### src/rtl/ram_phase_arbiter.sv
// Shares one RAM socket between video (phi_0 low), CPU (phi_0 high) and a DMA requester
// that may take the phi_0-high slot. Everything is registered on clk_14M.
module ram_phase_arbiter #(
    parameter int ADDR_W      = 16,
    parameter int DATA_W      = 8,
    parameter int RAM_LATENCY = 2,
    parameter int DMA_ENABLE  = 1
) (
    input  logic              clk_14M,
    input  logic              reset,
    input  logic              phi_0,
    input  logic [ADDR_W-1:0] vid_addr,
    output logic [DATA_W-1:0] vid_data,
    output logic              vid_valid,
    input  logic [ADDR_W-1:0] cpu_addr,
    input  logic              cpu_rw_n,
    input  logic [DATA_W-1:0] cpu_wdata,
    output logic [DATA_W-1:0] cpu_rdata,
    output logic              cpu_valid,
    output logic              cpu_stall,
    input  logic              dma_req,
    input  logic [ADDR_W-1:0] dma_addr,
    input  logic              dma_rw_n,
    input  logic [DATA_W-1:0] dma_wdata,
    output logic              dma_gnt,
    output logic [DATA_W-1:0] dma_rdata,
    output logic              dma_valid,
    output logic [ADDR_W-1:0] ram_addr,
    output logic [DATA_W-1:0] ram_wdata,
    output logic              ram_en,
    output logic              ram_we,
    input  logic [DATA_W-1:0] ram_rdata,
    output logic              overrun
);

    // state    | meaning
    // IDLE     | after reset, waiting for the first phi_0 edge
    // VID_WAIT | video read in flight
    // CPU_WAIT | CPU access in flight
    // DMA_WAIT | DMA access in flight
    // HOLD     | slot finished, waiting for the next edge
    typedef enum logic [2:0] {IDLE, VID_WAIT, CPU_WAIT, DMA_WAIT, HOLD} state_t;

    localparam logic [2:0] LAT = 3'(RAM_LATENCY);

    state_t            state_q;
    logic              phi_prev_q;
    logic [2:0]        cnt_q;
    logic [2:0]        cnt_d;
    logic              rd_q;
    logic [DATA_W-1:0] vid_data_q, cpu_rdata_q, dma_rdata_q, ram_wdata_q;
    logic [ADDR_W-1:0] ram_addr_q;
    logic              vid_valid_q, cpu_valid_q, dma_valid_q;
    logic              ram_en_q, ram_we_q, dma_gnt_q, cpu_stall_q, overrun_q;
    logic              fall, rise, in_wait, dma_take;

    assign fall     = phi_prev_q & ~phi_0;
    assign rise     = ~phi_prev_q & phi_0;
    assign in_wait  = (state_q == VID_WAIT) || (state_q == CPU_WAIT) || (state_q == DMA_WAIT);
    assign dma_take = dma_req && (DMA_ENABLE != 0);
    assign cnt_d    = cnt_q - 3'd1;

    always_ff @(posedge clk_14M or posedge reset) begin
        if (reset) begin
            state_q     <= IDLE;
            phi_prev_q  <= 1'b0;
            cnt_q       <= 3'd0;
            rd_q        <= 1'b0;
            vid_data_q  <= '0;
            cpu_rdata_q <= '0;
            dma_rdata_q <= '0;
            ram_wdata_q <= '0;
            ram_addr_q  <= '0;
            vid_valid_q <= 1'b0;
            cpu_valid_q <= 1'b0;
            dma_valid_q <= 1'b0;
            ram_en_q    <= 1'b0;
            ram_we_q    <= 1'b0;
            dma_gnt_q   <= 1'b0;
            cpu_stall_q <= 1'b0;
            overrun_q   <= 1'b0;
        end else begin
            phi_prev_q  <= phi_0;
            ram_en_q    <= 1'b0;
            ram_we_q    <= 1'b0;
            vid_valid_q <= 1'b0;
            cpu_valid_q <= 1'b0;
            dma_valid_q <= 1'b0;
            if (fall) begin
                if (in_wait) overrun_q <= 1'b1;
                ram_addr_q  <= vid_addr;
                ram_en_q    <= 1'b1;
                rd_q        <= 1'b1;
                cnt_q       <= LAT;
                dma_gnt_q   <= 1'b0;
                cpu_stall_q <= 1'b0;
                state_q     <= VID_WAIT;
            end else if (rise) begin
                if (in_wait) overrun_q <= 1'b1;
                ram_en_q <= 1'b1;
                cnt_q    <= LAT;
                if (dma_take) begin
                    ram_addr_q  <= dma_addr;
                    ram_we_q    <= ~dma_rw_n;
                    ram_wdata_q <= dma_wdata;
                    rd_q        <= dma_rw_n;
                    dma_gnt_q   <= 1'b1;
                    cpu_stall_q <= 1'b1;
                    state_q     <= DMA_WAIT;
                end else begin
                    ram_addr_q  <= cpu_addr;
                    ram_we_q    <= ~cpu_rw_n;
                    ram_wdata_q <= cpu_wdata;
                    rd_q        <= cpu_rw_n;
                    dma_gnt_q   <= 1'b0;
                    cpu_stall_q <= 1'b0;
                    state_q     <= CPU_WAIT;
                end
            end else if (in_wait) begin
                // counter reaching zero on this tick is the capture point
                if (cnt_q == 3'd1) begin
                    state_q <= HOLD;
                    cnt_q   <= 3'd0;
                    if (rd_q) begin
                        case (state_q)
                            VID_WAIT: begin vid_data_q  <= ram_rdata; vid_valid_q <= 1'b1; end
                            CPU_WAIT: begin cpu_rdata_q <= ram_rdata; cpu_valid_q <= 1'b1; end
                            default:  begin dma_rdata_q <= ram_rdata; dma_valid_q <= 1'b1; end
                        endcase
                    end
                end else begin
                    cnt_q <= cnt_d;
                end
            end
        end
    end

    assign vid_data  = vid_data_q;
    assign vid_valid = vid_valid_q;
    assign cpu_rdata = cpu_rdata_q;
    assign cpu_valid = cpu_valid_q;
    assign cpu_stall = cpu_stall_q;
    assign dma_gnt   = dma_gnt_q;
    assign dma_rdata = dma_rdata_q;
    assign dma_valid = dma_valid_q;
    assign ram_addr  = ram_addr_q;
    assign ram_wdata = ram_wdata_q;
    assign ram_en    = ram_en_q;
    assign ram_we    = ram_we_q;
    assign overrun   = overrun_q;

endmodule

### config.mk
export PLATFORM = sky130hd
export DESIGN_NAME = ram_phase_arbiter
export DESIGN_NICKNAME = d
export VERILOG_FILES = /design/src/rtl/ram_phase_arbiter.sv
export SDC_FILE = /design/constraint.sdc
export NUM_CORES = 1
export LEC_CHECK = 0
export CORE_MARGIN = 4
export CORE_UTILIZATION = 42
export DETAILED_ROUTE_END_ITERATION = 16
export PLACE_DENSITY = 0.83
export SYNTH_ARGS = -nofsm -noshare
export SYNTH_HDL_FRONTEND = slang
export SYNTH_SLANG_ARGS = --single-unit
### constraint.sdc
create_clock -name clk_14M -period 2.83 [get_ports clk_14M]
set_clock_uncertainty 0.2 [all_clocks]
set_input_delay 0.566 -clock clk_14M [delete_from_list [all_inputs] [get_ports clk_14M]]
set_output_delay 0.566 -clock clk_14M [all_outputs]
set_load 0.01 [all_outputs]
==> metrics.md, run 1 <==
| Metric | Value |
|---|---|
| First-pass DRT Iterations | 4 |
| Setup bufs post-CTS | 0 |
| Synthesized cell area | 2940 um2 |
| H-tree Lvls | 3 |
| Total gr overflow | 0 |
| Final non-filler cell total | 484 |
| Rows | 30 |
| Vias | 2364 |
| Post-synth top cells | dfrtp_1, mux2_2, mux2i_1 |
| Power Dens Cells | 687 nW/um2 |
| DRC viols | 0 |
| Hold Vio Cnt, Final | 0 |
| Share of cells above drive strength 1 | 18.8% |
| Reg-to-reg critical path startpoint | cnt_q[1]$_DFFE_PP0P_ |
| Largest cells by area after synthesis | dfrtp_1, mux2_2, mux2i_1 |
| Slew margin rel. | 46.7% |
| CTS-repair resized insts | 0 |
| CTS tree | yes |
| Leakage power | 2.05 nW |
| Critical Path AT | 2.76 ns |
| Worst setup SP type | input pin |
| Placed cell count | 468 |
| Area of the die | 8390 um2 |
| Pins Over Slew Limit | 0 |
| Netlist cell types | 36 |
| Ys async rst share | 100% |
| Core area | 6790 um2 |
| Cts bufs inserted | 9 |
| Clk sink count | 63 |
| Worst VDD drop | 339 uV |
| Starting density of the core | 43.2% |
| Seq/Total Area, Yosys | 53.7% |
| Pin count of the biggest net entering global routing | 40 |
| Num ports | 134 |
| Post-synth EDFFs | 0 |
| Routed Antenna Nets | 0 |
| Final period util | 96.7% |
| Dominant cell by count in the synthesized netlist | dfrtp_1 |
| RSZ-0062 raised after global routing | false |
| Post-Syn Instances | 245 |
| Hold Path Class | register to register |
| Syn Area/Cell | 12.0 um2 |
| Worst r2r dst | vid_data[5]$_DFFE_PP0P_ |
| First-pass GRT wire length | 11.5 mm |
| Fin Setup TNS | 0 ns |
| Register bit total from synthesis | 63 |
| GRT Total Usage | 17.3% |
| Final setup vio count | 0 |
| Yosys top cell area share | 53.7% |
| Yosys warns | 0 |
| Vias in the first global route | 2443 |
| Routed WL | 7.11 mm |
| Area grow syn2layout | 56.1% |
| Status | finished, final reports clean |
| CTS clock-pin slew for the worst setup and hold paths | 0.07 ns |
| Fill count | 555 |
| CP Capture Point | vid_data[5]$_DFFE_PP0P_ |
| Tmin final | 2.74 ns |
| Vias per cell | 4.88 |
| GPL Wtd Cong | 0.814 |
| WP data required | 2.85 ns |
| Max Freq | 365 MHz |
| Crit Path Category | input pin to register |
| FF-to-FF setup slack | 0.39 ns |
| Worst setup EP type | register |
| Post-Syn Nets | 327 |
| Synth Flop Type | dfrtp_1 |
| CTS Root Buffer Type | clkbuf_8 |
| DP HPWL | 5.48 mm |
| CP startpoint | phi_0 |
| Antenna violations before repair | 0 |
| Initial DRC count | 75 |
| Skew-Pair Late Insertion Delay | 0.33 ns |
| Tightest Pin Transition | 0.800 ns |
| Diodes inserted | 0 |
| Chip Width | 91.6 um |
| Die Height | 91.6 um |
| Crit-path max FO | 9 |
| Reg2Reg Depth | 5 |
| Nets | 465 |
| I/O Buffers | 133 |
| Post-synth top area cell | dfrtp_1 |
| Max cap viols | 0 |
| # hold bufs at CTS | 0 |
| Max clock buf depth | 2 |
| Routed length per placed instance | 14.7 um |
## routing by layer
layer / global-route usage [%] / part of all wire (%)
met2: 30.8 / 54
met4: 6.41 / 1.0
met5: 0 / 0
met3: 4.89 / 6.0
met1: 19.6 / 39
## metrics by stage
stage	util (%)	instance area (um2)	total power [mW]	setup slack [ns]	hold WS, ns
2_1_floorplan	-	2940	1.77	0.255	0.312
3_3_place_gp	64.4	4380	2.35	-0.230	0.262
3_5_place_dp	64.4	4380	2.39	-0.269	0.295
4_1_cts	67.4	4580	3.18	0.101	0.312
5_1_grt	67.4	4580	3.33	0.0563	0.329
6_report	67.4	4580	3.15	0.0920	0.308
## placed cells by master (no fill, tap or decap), types with 2 or more instances in the layout
master,count
a2111oi_0,2
a21oi_1,11
a31oi_1,3
buf_4,8
clkbuf_8,9
clkdlybuf4s50_1,132
clkinv_4,2
clkinvlp_4,2
dfrtp_1,63
ha_1,4
inv_1,11
inv_2,2
inv_6,2
mux2_2,32
mux2_4,8
mux2i_1,25
nand2_1,21
nor2_1,11
o21ai_0,18
o21bai_1,2
## critical path, stage by stage
cell	delay (ns)
clkdlybuf4s50_1	0.50
inv_1	0.05
ha_1	0.20
or4b_4	0.48
or4_4	0.61
mux2_4	0.34
## worst min-delay path by stage
stage	from	endpoint	cells past startpoint	slack, ns
global route	dma_rdata[7]$_DFFE_PP0P_	dma_rdata[7]$_DFFE_PP0P_	1	0.33
global placement	overrun$_DFFE_PP0P_	overrun$_DFFE_PP0P_	1	0.26
detailed placement	dma_rdata[2]$_DFFE_PP0P_	dma_rdata[2]$_DFFE_PP0P_	1	0.29
CTS	dma_rdata[0]$_DFFE_PP0P_	dma_rdata[0]$_DFFE_PP0P_	1	0.31
finish	dma_rdata[0]$_DFFE_PP0P_	dma_rdata[0]$_DFFE_PP0P_	1	0.31
floorplan	rd_q$_DFFE_PP0P_	rd_q$_DFFE_PP0P_	2	0.31
## power by group
| part | total (mW) | switching, mW | internal (mW) | leakage (nW) |
|---|---|---|---|---|
| Clock | 0.782 | 0.367 | 0.415 | 0.0964 |
| Sequential | 1.27 | 0.145 | 1.13 | 0.785 |
| Combinational | 1.09 | 0.402 | 0.689 | 1.16 |
| Total | 3.15 | 0.915 | 2.23 | 2.05 |
## layout make-up
type	count	area, um2	area share [%]
clock inverter	7	80.1	1.75
sequential	63	1580	34.4
timing repair buffer	141	1390	30.3
multi-input combinational	155	1250	27.2
inverter	13	48.8	1.06
clock buffer	9	124	2.70
tap	96	120	2.62
## cells by family (layout without fill, tap and decap cells)
| kind of cell | Yosys count | after routing | share of synthesized area (%) |
|---|---|---|---|
| buffers and inverters | 27 | 170 | 3.84 |
| multiplexers | 65 | 65 | 24.9 |
| AND/OR/NAND/NOR | 47 | 47 | 8.27 |
| adder cells (fa/ha/maj) | 4 | 4 | 1.71 |
| flip-flops | 63 | 63 | 53.7 |
| AO/OA/AOI/OAI | 39 | 39 | 7.59 |
## flip-flops by register name, indices dropped and copies added, names as in the netlist, 3 cells and up
| register | count |
|---|---|
| vid_data | 8 |
| ram_wdata | 8 |
| cnt_q | 3 |
| cpu_rdata | 8 |
| ram_addr | 16 |
| dma_rdata | 8 |
| state_q | 3 |
(Power assumes the default switching activity.)
==> run 2: changes to the inputs <==
==> constraint.sdc (replaced) <==
create_clock -name clk_14M -period 2.83 [get_ports clk_14M]
set_clock_uncertainty 0.2 [all_clocks]
set_input_delay 0.4245 -clock clk_14M [delete_from_list [all_inputs] [get_ports clk_14M]]
set_output_delay 0.4245 -clock clk_14M [all_outputs]
set_load 0.01 [all_outputs]
==> metrics.md, run 2 (synthesis gave the netlist of run 1 again) <==
| Metric | Value |
|---|---|
| Starting density of the core | 43.2% (unchanged) |
| Max Freq | 384 MHz (+5.3%) |
| Share of cells above drive strength 1 | 18.8% (unchanged) |
| RSZ-0062 raised after global routing | false |
| Slew margin rel. | 46.8% (+0.15 points) |
| GRT Total Usage | 17.5% (+0.22 points) |
| Metal1 wirelength | 2.74 mm (-1.5%) |
| I/O Buffers | 133 (unchanged) |
| Pin count of the biggest net entering global routing | 40 (unchanged) |
| Fill count | 522 (-5.9%) |
| DP HPWL | 5.47 mm (about the same) |
| Skew-Pair Late Insertion Delay | 0.33 ns (about the same) |
| Fin util | 67.8% (+0.33 points) |
| DR WL met3 | 501 um (+17%) |
| Final non-filler cell total | 484 (unchanged) |
| Setup bufs post-CTS | 0 (unchanged) |
| Highest metal used | met4 |
| Worst setup SP type | input pin |
| Pins Over Slew Limit | 0 (unchanged) |
| Hold_ws | 0.224 ns (-0.0837 ns) |
| First-pass DRT Iterations | 4 (unchanged) |
| Critical Path AT | 2.62 ns (-0.14 ns) |
| Area grow syn2layout | 56.9% |
| Max reg flops | 16 (unchanged) |
| Final period util | 91.9% (-4.8 points) |
| Power Dens Cells | 706 nW/um2 (+2.8%) |
| Multi-input logic area | 1250 um2 (unchanged) |
| Routed WL | 7.27 mm (+2.2%) |
| CTS tree | yes |
| FF-to-FF setup slack | 0.38 ns (about the same) |
| Status | finished, final reports clean |
| CTS-repair resized insts | 0 (unchanged) |
| Post-route cell area | 4600 um2 (+0.49%) |
| Met2 wire len | 3.94 mm (+2.7%) |
| Final setup vio count | 0 (unchanged) |
| GPL Wtd Cong | 0.814 (unchanged) |
| # hold bufs at CTS | 0 (unchanged) |
| Clk sink count | 63 (unchanged) |
| First-pass GRT wire length | 11.7 mm (+2.0%) |
| Initial DRC count | 92 (+23%) |
| Most frequent cells in the layout | clkdlybuf4s50_1, dfrtp_1, mux2_2 |
| Vias in the first global route | 2397 (-1.9%) |
| Vias per cell | 4.89 (+0.17%) |
| Chip Width | 91.6 um (unchanged) |
| DRC viols | 0 (unchanged) |
| Pre-CTS setup slack | -0.127 ns (+0.141 ns) |
| Area of the die | 8390 um2 (unchanged) |
| Tmin final | 2.60 ns (-0.137 ns) |
| H-tree Lvls | 3 (unchanged) |
| Worst setup EP type | register |
| Max clock buf depth | 2 (unchanged) |
| Antenna violations before repair | 0 (unchanged) |
| Nets | 465 (unchanged) |
| Cts bufs inserted | 9 (unchanged) |
| Total chip power | 3.25 mW (+3.3%) |
| CTS clock-pin slew for the worst setup and hold paths | 0.09 ns (+0.02 ns) |
| Storage element area | 1580 um2 (unchanged) |
| Area post-placement | 4380 um2 (unchanged) |
| Rows | 30 (unchanged) |
| Num ports | 134 (unchanged) |
| PnR worst setup slack | 0.229 ns (+0.137 ns) |
| Most common cell after layout, fill and taps aside | clkdlybuf4s50_1 |
| WP data required | 2.85 ns (about the same) |
| Die Height | 91.6 um (unchanged) |
| Hold Vio Cnt, Final | 0 (unchanged) |
| Core area | 6790 um2 (unchanged) |
| Crit Path Category | input pin to register |
| Hold Path Class | input pin to async pin |
| Crit-path max FO | 9 (unchanged) |
| Routed Antenna Nets | 0 (unchanged) |
| Fin Setup TNS | 0 ns (unchanged) |
| Vias | 2368 (+0.17%) |
| Routed length per placed instance | 15.0 um (+2.2%) |
| Worst VDD drop | 330 uV (-2.6%) |
| Total gr overflow | 0 (unchanged) |
| Diodes inserted | 0 (unchanged) |
| Leakage power | 2.06 nW (+0.70%) |
| CTS Root Buffer Type | clkbuf_8 |
| Max cap viols | 0 (unchanged) |
| Placed cell count | 468 (unchanged) |
| Tightest Pin Transition | 0.798 ns (-0.00220 ns) |
run 2: cell types whose count changed in the layout (fill, tap and decap cells not counted):
cell        change
bufinv_16       +1
clkinv_4        -1
clkinvlp_4      -1
inv_6           +1
run 2: final timing paths:
check | startpoint | to | cells after the start
setup / recovery | phi_0 | vid_data[6]$_DFFE_PP0P_ | 6
hold / removal | reset | ram_wdata[4]$_DFFE_PP0P_ | 2
setup reg to reg | cnt_q[1]$_DFFE_PP0P_ | vid_data[6]$_DFFE_PP0P_ | 5
hold reg to reg | overrun$_DFFE_PP0P_ | overrun$_DFFE_PP0P_ | 1
max in group asynchronous | reset | dma_rdata[6]$_DFFE_PP0P_ | 3
min in group clk_14M | overrun$_DFFE_PP0P_ | overrun$_DFFE_PP0P_ | 1
run 2: critical path, stage by stage:
cell	delay, ns
clkdlybuf4s50_1	0.50
inv_1	0.05
ha_1	0.20
or4b_4	0.48
or4_4	0.61
mux2_4	0.34
run 2: metal layers:
layer / up-vias / global-route usage (%)
met4: 0 / 6.03
li1: 1137 / -
met1: 1139 / 19.9
met3: 9 / 5.14
met2: 83 / 31.2
met5: - / 0
run 2: layout make-up:
class	instances	area share, %
multi-input cells	155	27.1
inverters	13	1.06
clock inverters	7	2.23
well taps	96	2.61
flip-flops and latches	63	34.2
clock buffers	9	2.69
repair buffers	141	30.1
run 2: where the power goes:
group          internal [mW]  switching [mW]
clock                  0.506           0.378
sequential              1.13           0.147
combinational          0.689           0.404
